File: src/rtl/mat_pkg.sv
// Shared types and defaults for the matrix-multiply datapath.
//   W_IN  : signed input element width
//   N     : matrix dimension
//   W_OUT : accumulator width used by the downstream multiplier
package mat_pkg;

    localparam int unsigned W_IN  = 8;
    localparam int unsigned N     = 8;
    localparam int unsigned W_OUT = 2 * W_IN + $clog2(N);

    typedef logic signed [N-1:0][W_IN-1:0] row_t;
    typedef row_t [N-1:0]                  mat_in_t;

    typedef enum logic [1:0] {
        LOAD_A,
        LOAD_B,
        PRESENT
    } ld_state_e;

endpackage

File: src/rtl/mat_row_store.sv
// N-row register file written one row at a time.
//   clk, rstn : clock, async active-low reset (clears all rows)
//   we, idx   : write enable and row index
//   wdata     : row to write, column 0 in the LSBs
//   rows      : full stored matrix, index [row][col]
module mat_row_store #(
    parameter int unsigned W_IN = mat_pkg::W_IN,
    parameter int unsigned N    = mat_pkg::N,
    localparam int unsigned CW  = (N > 1) ? $clog2(N) : 1
) (
    input  logic                             clk,
    input  logic                             rstn,
    input  logic                             we,
    input  logic [CW-1:0]                    idx,
    input  logic [N-1:0][W_IN-1:0]           wdata,
    output logic [N-1:0][N-1:0][W_IN-1:0]    rows
);

    // Row write; contents otherwise held
    always_ff @(posedge clk or negedge rstn) begin
        if (!rstn) begin
            rows <= '0;
        end else if (we) begin
            rows[idx] <= wdata;
        end
    end

endmodule

File: src/rtl/mat_loader.sv
// Assembles two NxN operand matrices from a row-serial stream and hands them
// to the multiplier over a valid/ready handshake. matrix_2 may be reused from
// the previous frame (weight-stationary), in which case only A rows stream.
//   clk, rstn             : clock, async active-low reset
//   flush                 : synchronous abort of the current frame
//   s_valid/s_ready       : row stream handshake; s_data one row, s_last frame end
//   s_mode, s_reuse_b     : sampled on the first beat of a frame
//   m_valid/m_ready       : matrices-ready handshake
//   matrix_1, matrix_2    : operands A and B, index [row][col]
//   mode_out              : captured mode bit
//   err                   : sticky framing error
module mat_loader #(
    parameter int unsigned W_IN = mat_pkg::W_IN,
    parameter int unsigned N    = mat_pkg::N
) (
    input  logic                                 clk,
    input  logic                                 rstn,
    input  logic                                 flush,
    input  logic                                 s_valid,
    output logic                                 s_ready,
    input  logic [N*W_IN-1:0]                    s_data,
    input  logic                                 s_last,
    input  logic                                 s_mode,
    input  logic                                 s_reuse_b,
    output logic                                 m_valid,
    input  logic                                 m_ready,
    output logic signed [N-1:0][N-1:0][W_IN-1:0] matrix_1,
    output logic signed [N-1:0][N-1:0][W_IN-1:0] matrix_2,
    output logic                                 mode_out,
    output logic                                 err
);

    import mat_pkg::*;

    localparam int unsigned   CW       = (N > 1) ? $clog2(N) : 1;
    localparam logic [CW-1:0] LAST_ROW = CW'(N - 1);

    ld_state_e     state_q, state_d;
    logic [CW-1:0] row_cnt_q, row_cnt_d;
    logic          b_loaded_q, b_loaded_d;
    logic          reuse_q, reuse_d;
    logic          mode_d;
    logic          err_d;
    logic          we_a, we_b;
    logic          reuse_eff;
    logic          beat;
    logic          last_row;

    assign beat     = s_valid && s_ready;
    assign last_row = (row_cnt_q == LAST_ROW);

    // State and control registers; handshake outputs follow the next state
    always_ff @(posedge clk or negedge rstn) begin
        if (!rstn) begin
            state_q    <= LOAD_A;
            row_cnt_q  <= '0;
            b_loaded_q <= 1'b0;
            reuse_q    <= 1'b0;
            mode_out   <= 1'b0;
            err        <= 1'b0;
            m_valid    <= 1'b0;
            s_ready    <= 1'b1;
        end else begin
            state_q    <= state_d;
            row_cnt_q  <= row_cnt_d;
            b_loaded_q <= b_loaded_d;
            reuse_q    <= reuse_d;
            mode_out   <= mode_d;
            err        <= err_d;
            m_valid    <= (state_d == PRESENT);
            s_ready    <= (state_d != PRESENT);
        end
    end

    // Next-state, row write enables and framing check
    always_comb begin
        state_d    = state_q;
        row_cnt_d  = row_cnt_q;
        b_loaded_d = b_loaded_q;
        reuse_d    = reuse_q;
        mode_d     = mode_out;
        err_d      = err;
        we_a       = 1'b0;
        we_b       = 1'b0;
        reuse_eff  = reuse_q;

        if (flush) begin
            state_d   = LOAD_A;
            row_cnt_d = '0;
            err_d     = 1'b0;
        end else begin
            case (state_q)
                LOAD_A: begin
                    if (beat) begin
                        we_a      = 1'b1;
                        row_cnt_d = last_row ? '0 : row_cnt_q + CW'(1);
                        // First-beat sampling must also feed this beat's decision (N=1)
                        if (row_cnt_q == '0) begin
                            mode_d    = s_mode;
                            reuse_d   = s_reuse_b && b_loaded_q;
                            reuse_eff = reuse_d;
                        end
                        if (s_last != (last_row && reuse_eff)) begin
                            err_d = 1'b1;
                        end
                        if (last_row) begin
                            state_d = reuse_eff ? PRESENT : LOAD_B;
                        end
                    end
                end
                LOAD_B: begin
                    if (beat) begin
                        we_b      = 1'b1;
                        row_cnt_d = last_row ? '0 : row_cnt_q + CW'(1);
                        if (s_last != last_row) begin
                            err_d = 1'b1;
                        end
                        if (last_row) begin
                            b_loaded_d = 1'b1;
                            state_d    = PRESENT;
                        end
                    end
                end
                PRESENT: begin
                    if (m_ready) begin
                        state_d = LOAD_A;
                    end
                end
                default: begin
                    state_d = LOAD_A;
                end
            endcase
        end
    end

    mat_row_store #(.W_IN(W_IN), .N(N)) u_store_a (
        .clk   (clk),
        .rstn  (rstn),
        .we    (we_a),
        .idx   (row_cnt_q),
        .wdata (s_data),
        .rows  (matrix_1)
    );

    mat_row_store #(.W_IN(W_IN), .N(N)) u_store_b (
        .clk   (clk),
        .rstn  (rstn),
        .we    (we_b),
        .idx   (row_cnt_q),
        .wdata (s_data),
        .rows  (matrix_2)
    );

endmodule

File: config.mk
export PLATFORM = sky130hd
export DESIGN_NAME = mat_loader
export DESIGN_NICKNAME = d
export VERILOG_FILES = /design/src/rtl/mat_pkg.sv /design/src/rtl/mat_row_store.sv /design/src/rtl/mat_loader.sv
export SDC_FILE = /design/constraint.sdc
export NUM_CORES = 1
export LEC_CHECK = 0
export ABC_AREA = 1
export BUFFER_PORTS_ARGS = -buffer_cell sky130_fd_sc_hd__buf_2
export CAP_MARGIN = 10
export CORE_AREA = 2 2 434 436
export CTS_BUF_LIST = sky130_fd_sc_hd__clkbuf_4
export CTS_CLUSTER_DIAMETER = 30
export CTS_CLUSTER_SIZE = 16
export DETAILED_ROUTE_END_ITERATION = 8
export DIE_AREA = 0 0 436 438
export GPL_TIMING_DRIVEN = 0
export PLACE_DENSITY = 0.4
export SYNTH_ARGS = -nofsm -noshare
export SYNTH_HDL_FRONTEND = slang
export SYNTH_SLANG_ARGS = --single-unit
File: constraint.sdc
create_clock -name clk -period 1.6 [get_ports clk]
set_input_delay 0.32 -clock clk [delete_from_list [all_inputs] [get_ports clk]]
set_output_delay 0.32 -clock clk [all_outputs]
set_load 0.01 [all_outputs]
# Word-level counts from Yosys, hierarchy flattened
# Index checks and enable logic that the tools add are counted.
totals:
  register_bits: 1035
  inputBits: 72
  output_inout_bits: 1028
  wordCells: 197
classes:
  add_sub_neg: 1
  magnitude_cmp: 2
  eq_ne: 11
  mux: 31
  n_bitwise: 1
  n_reduce_logical: 15
op_table:
  columns: ["cell", "count"]
  rows:
  - ["$bwmux W512", 2]
  - ["$demux W64 S3", 1]
  - ["$mux W64", 1]
  - ["$mux W1", 14]
  - ["$mux W2", 7]
  - ["$mux W3", 4]
  - ["$ne A3 B3 Y1 const B", 4]
  - ["$reduce_and A4 Y1", 2]
  - ["$pmux W2 S3", 1]
  - ["$reduce_and A5 Y1", 1]
  - ["$eq A2 B2 Y1 const B", 2]
  - ["$logic_and A1 B1 Y1", 4]
  - ["$lt A3 B4 Y1 const B", 1]
  - ["$reduce_bool A2 Y1", 2]
  - ["$add A3 B1 Y3 const B", 1]
  - ["$eq A3 B3 Y1 const B", 1]
  - ["$ge A3 B1 Y1 const B", 1]
  - ["$logic_not A3 Y1", 1]
  - ["$reduce_and A3 Y1", 1]
  - ["$reduce_bool A3 Y1", 1]
  - ["$eq A2 B1 Y1 const B", 1]
  - ["$logic_not A2 Y1", 1]
  - ["$ne A1 B1 Y1", 2]
  - ["$ne A2 B2 Y1 const B", 1]
  - ["4 further kinds", 4]

# Longest topological paths before layout
# Gate-level depths: netlist (run 1).
logic_depth:
  word_depth: 11
  ltp_mapped: 12
  depth_no_buf: 12

# Hierarchy
# A second synthesis (run 1) with hierarchy kept.
unflattened:
  cells_unflattened: 4613
  hier_area_um2: 40694.0
by_module_without_submodules:
  columns: ["module", "n_inst", "cells_per_inst", "area_each_um2", "seq_area_each_um2"]
  rows:
  - ["mat_row_store", 2, 2267, 20034.2, 12812.3]
  - ["mat_loader", 1, 79, 625.6, 276.5]

# Worst setup path after synthesis (run 1)
# No wires, ideal clock.
synth_path:
  path_type: "register to register"
  start: "register s_ready"
  end: "register u_store_a.rows[436] (netlist bit)"
  setup_ps: 134
  arrival_time_ps: 1578
  required_time_ps: 1466
  path_slack_ps: -112
  stages_incl_launch_ff: 11
  path_buffers: 3
  synth_period_minus_slack_ps: 1712
  path_cell_list: "dfstp_2 -> nand2_1 -> inv_1 -> nand2_1 -> nor2_1 -> buf_4 -> nand2_1 -> buf_2 -> buf_2 -> nand2_1 -> o21ai_0"
synth_between:
  elab_chain_len: 4
synth_lines:
  columns: ["element", "line", "text"]
  rows:
  - ["from (decl)", "mat_loader.sv:20", "output logic s_ready,"]
  - ["from (signal assigned)", "mat_loader.sv:71", "s_ready <= (state_d != PRESENT);"]
  - ["$logic_and A1 B1 Y1", "mat_loader.sv:49", "assign beat = s_valid && s_ready;"]
  - ["$mux W1", "mat_loader.sv:94", "if (beat) begin"]
  - ["$mux W1", "mat_loader.sv:92", "case (state_q)"]
  - ["$mux W1", "mat_loader.sv:87", "if (flush) begin"]
  - ["to (signal, indexed assignment)", "mat_row_store.sv:24", "rows[idx] <= wdata;"]
  - ["to (decl)", "mat_row_store.sv:16", "output logic [N-1:0][N-1:0][W_IN-1:0] rows"]
# Every way passes these cells.
# A chain may end at the register's enable or synchronous reset.

# Final worst setup path (run 1)
layout_path:
  start: "register u_store_a.rows[0] (netlist bit)"
  end: "output matrix_1[0] (netlist bit)"
layout_lines:
  columns: ["element", "line", "text"]
  rows:
  - ["to (decl)", "mat_loader.sv:27", "output logic signed [N-1:0][N-1:0][W_IN-1:0] matrix_1,"]
# No word-level cell between the ends.

==> impl_metrics.py, run 1 <==
metrics = {
    "global_route": {
        "grt_use_total_pct": 22.3,
        "grt_pass1_wl_um": 293000,
        "grt_max_degree": 154,
        "grt_pass1_vias": 34100,
        "grt.overflow.total": 0,
        "antenna_found_initial": 36,
    },
    "power_and_ir_drop": {
        "ir_drop_mv": 0.605,
        "power_density_nw_per_um2": 1300,
        "internal-power_mw": 49.3,
        "power.share.clock_pct": 41.7,
        "p_leak_nw": 28.5,
        "switching_share_pct": 30.9,
        "p_switching_mw": 22.1,
        "p_seq_share_pct": 42.9,
        "power_mw": 71.3,
        "comb_power_share_pct": 15.4,
    },
    "yosys": {
        "syn_nets": 3603,
        "syn_area_per_cell_um2": 10.4,
        "synthesis.area_um2": 36700,
        "ys_seq_elements": 1035,
        "yosysSeqAreaShare_pct": 70.5,
        "yosysWarnings": 0,
        "postSynthCellCount": 3528,
        "synth_cell_types": 22,
    },
    "cts": {
        "cts_sinks": 1035,
        "clkLatencyLatePin_ns": 1.34,
        "path_clk_slew_ns": 0.08,
        "clockRootBuffer": "clkbuf_4",
        "cts_inserted_buffers": 319,
        "cts_htree_levels": 5,
        "clock_path_buffers": 4,
        "cts_tree": "done",
    },
    "sta": {
        "setup_tns_ns": -986.56,
        "drv_slew": 0,
        "fin_ws_ns": -0.708,
        "finalCritPeriodShare_pct": 144,
        "rsz0062_at_grt": "yes",
        "max-slew-margin-rel_pct": 15.2,
        "fin_skew_ns": 0.131,
        "finalHoldViolations": 298,
        "setup_viol": 2057,
        "fin_crit_ns": 2.31,
        "max_freq_mhz": 433,
        "whs_ns": -0.576,
        "worst_slew_pin_slew_ns": 1.27,
    },
    "worst_setup_path": {
        "worstPathArrival_ns": 1.99,
        "reg2reg_from": "state_q[0]",
        "crit_path_end": "matrix_1[0]",
        "crit_type": "register to output pin",
        "cp_slowest_cell": "dfrtp_2",
        "critPathBufInv": 1,
        "crit_family": "flip-flops",
        "cp.depth": 1,
        "r2r_end": "u_store_a.rows[420]",
        "critPathMaxStageDelay_ns": 0.47,
        "crit_start": "u_store_a.rows[0]",
        "crit_path_end_kind": "output pin",
        "cp.required_ns": 1.28,
        "crit_path_start_kind": "register",
        "cp_max_fo": 2,
        "path_cells": "buf_6",
        "reg2reg_slack_ns": -0.70,
        "r2r_cells": 8,
    },
    "die": {
        "start_util_pct": 19.7,
        "die_h_um": 438,
        "num_rows": 159,
        "dieArea_um2": 191000,
        "ios": 1100,
        "die_x_um": 436,
        "fp.coreArea_um2": 187000,
    },
    "placement": {
        "place_ws_ns": -1.78,
        "portBuffers": 1099,
        "place_area_um2": 46000,
        "gp_congestion": 0.872,
        "dp_hpwl_um": 158000,
    },
    "status": {
        "violations": "hold timing, setup timing",
        "status": "finished with violations",
    },
    "cells_and_area": {
        "fillCellCount": 20300,
        "fin_area_um2": 54800,
        "multiInputGateArea_um2": 9600,
        "seq_area_um2": 25900,
        "fin_nets": 5236,
        "area_growth_pct": 49.2,
        "final_cell_mix": "nand2_1 (1044), buf_2 (1044), dfrtp_1 (1026)",
        "drive_gt1_share_pct": 35.0,
    },
    "route": {
        "drt_iter0_markers": 2796,
        "num_vias": 34500,
        "postRouteAntennaNets": 0,
        "drc_errors": 0,
        "detail_route.wl_per_cell_um": 27.9,
        "vias_per_cell": 4.36,
        "totalWireLength_um": 221000,
        "drt_first_pass_iters": 5,
    },
    "flow_run": {
        "drv_cap": 0,
    },
    "min_path": {
        "min_path_type": "primary input to async pin",
    },
}
## worst min path at each step
stage | startpoint | end | depth (start not counted)
floorplan | rstn | b_loaded_q | 0
global placement | b_loaded_q | b_loaded_q | 1
detailed placement | rstn | u_store_b.rows[305] | 1
CTS | s_valid | state_q[0] | 5
global route | rstn | u_store_b.rows[302] | 7
finish | rstn | u_store_b.rows[56] | 7
## flip-flops by register name, summed over array words and instances, names as in the netlist
signal and count:
reuse_q 1, state_q 2, b_loaded_q 1, s_ready 1, row_cnt_q 3, m_valid 1, u_store_a.rows 512, u_store_b.rows 512
err 1, mode_out 1
## logic make-up after synthesis
group / after synthesis / synth area share [%]
and+or+nand+nor: 1089 / 11.2
DFF: 1035 / 70.5
AOI/OAI and AO/OA: 1034 / 14.1
buffers and inverters: 367 / 4.03
adders and majority gates: 3 / 0.102
## metal layers
metal  GRT usage [%]  wire, um  up-vias
met1            27.2     87600    17600
met4            9.43      9700        2
met2            37.0    107000     1534
met5               0        13        -
li1                -         -    15000
met3            6.20     17000      384
## worst reg2reg max path, cell delays in order, from the launching register on
cell      delay [ns]
dfrtp_1         0.46
nor2_4          0.08
inv_1           0.13
nor2_4          0.06
buf_8           0.14
nand2_2         0.08
buf_6           0.33
clkbuf_1        0.61
o21ai_0         0.17
## cell usage after synthesis, drive strengths merged
| cell type | number | area share (%) |
|---|---|---|
| a21o | 1 | 0.020 |
| a21oi | 4 | 0.055 |
| buf | 97 | 1.3 |
| clkbuf | 192 | 2.0 |
| dfrtp | 1034 | 70 |
| dfstp | 1 | 0.072 |
| ha | 3 | 0.10 |
| inv | 78 | 0.80 |
| nand2 | 1062 | 11 |
| nand3 | 5 | 0.068 |
| nand4 | 1 | 0.017 |
| nor2 | 10 | 0.13 |
| nor3 | 9 | 0.12 |
| nor4 | 1 | 0.017 |
| o21ai | 1029 | 14 |
| or2 | 1 | 0.017 |
## stage by stage
step | utilization [%] | cells
floorplan | - | 3528
global placement | 24.5 | 7122
detailed placement | 24.6 | 7136
CTS | 28.8 | 7863
global route | 29.3 | 7903
finish | 29.4 | 7914
## power by group through the flow
stage               registers [mW]  logic (mW)  clock network [mW]
CTS                           30.5        11.0                30.6
global placement              31.0        10.4                   0
floorplan                     32.3        2.46                   0
detailed placement            31.0        10.6                   0
global route                  30.9        11.8                32.1
finish                        30.6        11.0                29.7
## timing repair
action | CTS | global route
endpoints found under the hold margin | 1471 | 447
endpoints found under the setup margin | 2207 | 2485
pin swaps | 1 | 2
resized for setup | 382 | 349
gates cloned | 11 | 4
hold buffers | 138 | 4
setup buffers | 26 | 19
## layout make-up
cell class,count,area share (%)
Antenna cell,27,0.123
Buffer,286,5.15
Clock buffer,381,5.22
Clock inverter,171,2.84
Inverter,78,0.539
Multi-Input combinational cell,2126,17.5
Sequential cell,1035,47.3
Tap cell,2495,5.70
Timing Repair Buffer,1315,15.6
No activity file was read; power rests on OpenSTA's default activity.
==> inputs of run 2 (changes only) <==
--- a/config.mk
+++ b/config.mk
@@ -16,6 +16,7 @@
 export DIE_AREA = 0 0 436 438
 export GPL_TIMING_DRIVEN = 0
 export PLACE_DENSITY = 0.4
+export RECOVER_POWER = 50
 export SYNTH_ARGS = -nofsm -noshare
 export SYNTH_HDL_FRONTEND = slang
 export SYNTH_SLANG_ARGS = --single-unit
==> run 2 against run 1 <==
  * The run still ends with hold timing, setup timing left
  * Fmax about the same
  * Clock power about the same
  * Critical path depth did not move
  * Register-to-register slack improved by 0.03 ns
  * Wire length rose by 0.10%
  * Clock skew shrank 0.0021 ns
  * Largest power group unchanged
  * Highest routed layer unchanged
==> impl_metrics.py, run 2 (synthesized netlist as in run 1, its figures left out) <==
metrics = {
    "power_and_ir_drop": {
        "ir_drop_mv": 0.606,
        "power_density_nw_per_um2": 1300,
        "p_leak_nw": 28.4,
    },
    "sta": {
        "fin_ws_ns": -0.708,
        "max_freq_mhz": 433,
        "finalCritPeriodShare_pct": 144,
        "setup_viol": 2564,
        "whs_ns": -0.0101,
        "rsz0062_at_grt": "yes",
        "drv_slew": 0,
        "worst_slew_pin_slew_ns": 1.29,
        "fin_skew_ns": 0.129,
        "finalHoldViolations": 1,
        "fin_crit_ns": 2.31,
        "max-slew-margin-rel_pct": 14.0,
    },
    "die": {
        "fp.coreArea_um2": 187000,
        "num_rows": 159,
        "start_util_pct": 19.7,
        "ios": 1100,
        "dieArea_um2": 191000,
        "die_h_um": 438,
        "die_x_um": 436,
    },
    "route": {
        "postRouteAntennaNets": 0,
        "num_vias": 34600,
        "vias_per_cell": 4.36,
        "drc_errors": 0,
        "drt_iter0_markers": 2641,
        "detail_route.wl_per_cell_um": 28.0,
        "drt_first_pass_iters": 5,
        "totalWireLength_um": 221000,
    },
    "global_route": {
        "antenna_found_initial": 36,
        "grt_pass1_vias": 34100,
        "grt_pass1_wl_um": 293000,
        "grt.overflow.total": 0,
        "grt_max_degree": 154,
        "grt_use_total_pct": 22.3,
    },
    "cells_and_area": {
        "final_cell_mix": "nand2_1 (1044), buf_2 (1044), dfrtp_1 (1026)",
        "fin_area_um2": 54700,
        "fillCellCount": 20300,
        "drive_gt1_share_pct": 34.9,
        "largestRegisters": "u_store_a.rows: 512 flops, u_store_b.rows: 512 flops, row_cnt_q: 3 flops",
        "area_growth_pct": 48.8,
        "fin_nets": 5236,
    },
    "worst_setup_path": {
        "cp_max_fo": 2,
        "r2r_end": "u_store_a.rows[420]",
        "crit_type": "register to output pin",
        "r2r_cells": 8,
        "reg2reg_from": "state_q[0]",
        "crit_path_start_kind": "register",
        "critPathMaxStageDelay_ns": 0.47,
        "path_cells": "buf_6",
        "cp.required_ns": 1.28,
        "cp_slowest_cell": "dfrtp_2",
        "crit_start": "u_store_a.rows[0]",
        "crit_path_end": "matrix_1[0]",
        "critPathBufInv": 1,
        "crit_path_end_kind": "output pin",
        "cp.depth": 1,
        "reg2reg_slack_ns": -0.67,
        "crit_family": "flip-flops",
        "worstPathArrival_ns": 1.99,
    },
    "cts": {
        "cts_inserted_buffers": 319,
        "clock_path_buffers": 4,
        "cts_sinks": 1035,
        "clockRootBuffer": "clkbuf_4",
        "path_clk_slew_ns": 0.07,
        "cts_htree_levels": 5,
        "cts_tree": "done",
        "clkLatencyLatePin_ns": 1.34,
    },
    "status": {
        "violations": "hold timing, setup timing",
        "status": "finished with violations",
    },
    "placement": {
        "portBuffers": 1099,
        "place_ws_ns": -1.78,
        "dp_hpwl_um": 158000,
        "place_area_um2": 46000,
        "gp_congestion": 0.872,
    },
    "flow_run": {
        "drv_cap": 0,
    },
    "min_path": {
        "min_path_type": "primary input to register",
    },
}
## run 2: cell count changes in the layout (fill, tap and decap cells not counted), moves of 2 or more
cell / change
buf_16: -5
diode_2: +4
clkdlybuf4s25_1: +3
clkbuf_1: +2
clkbuf_16: -2
## run 2: worst min-delay path by stage
stage               startpoint                   to  slack (ns)  cells past startpoint
floorplan                 rstn           b_loaded_q        0.02                      0
global placement    b_loaded_q           b_loaded_q        0.45                      1
detailed placement        rstn  u_store_b.rows[305]        0.23                      1
CTS                    s_valid           state_q[0]       -0.80                      5
global route           s_valid           state_q[0]       -0.16                      6
finish                 s_valid           state_q[0]       -0.01                      6
## run 2: report_power, final
group / switching (mW) / total, mW / internal (mW)
sequential: 1.57 / 30.6 / 29.0
clock: 13.2 / 29.8 / 16.5
combinational: 7.22 / 10.9 / 3.72
## run 2: final cells by class
type,instances,area (um2),share of cell area [%]
flip-flops and latches,1035,25900,47.4
multi-input cells,2126,9600,17.6
repair buffers,1315,8410,15.4
well taps,2495,3120,5.71
clock buffers,381,2860,5.23
plain buffers,286,2820,5.16
clock inverters,171,1550,2.84
inverters,78,295,0.540
diodes,31,77.6,0.142
## run 2: timing repair
action	in CTS	in global routing
endpoints found under the setup margin	2207	2485
gates resized for setup	382	349
pin swaps	1	2
setup buffers	26	19
hold buffers	138	4
gates cloned	11	4
hold endpoints to repair	1471	447
## run 2: through the flow
step	instances	utilization, %	hold slack, ns	total power, mW	setup TNS [ns]
3_3_place_gp	7122	24.5	0.445	41.3	-
2_1_floorplan	3528	-	0.0244	34.8	-0.630
4_1_cts	7863	28.8	-0.804	72.2	-1468.94
5_1_grt	7903	29.3	-0.157	74.8	-1581.20
3_5_place_dp	7136	24.6	0.233	41.6	-1470.23
6_report	7918	29.3	-0.0101	71.3	-1140.68
## run 2: routing by layer
metal  GRT usage, %  vias to the layer above  share of wire (%)
li1               -                    15000                  -
met1           27.2                    17600                 40
met2           37.0                     1497                 48
met3           6.20                      388                7.4
met4           9.43                        2                4.4
met5              0                        -             0.0059
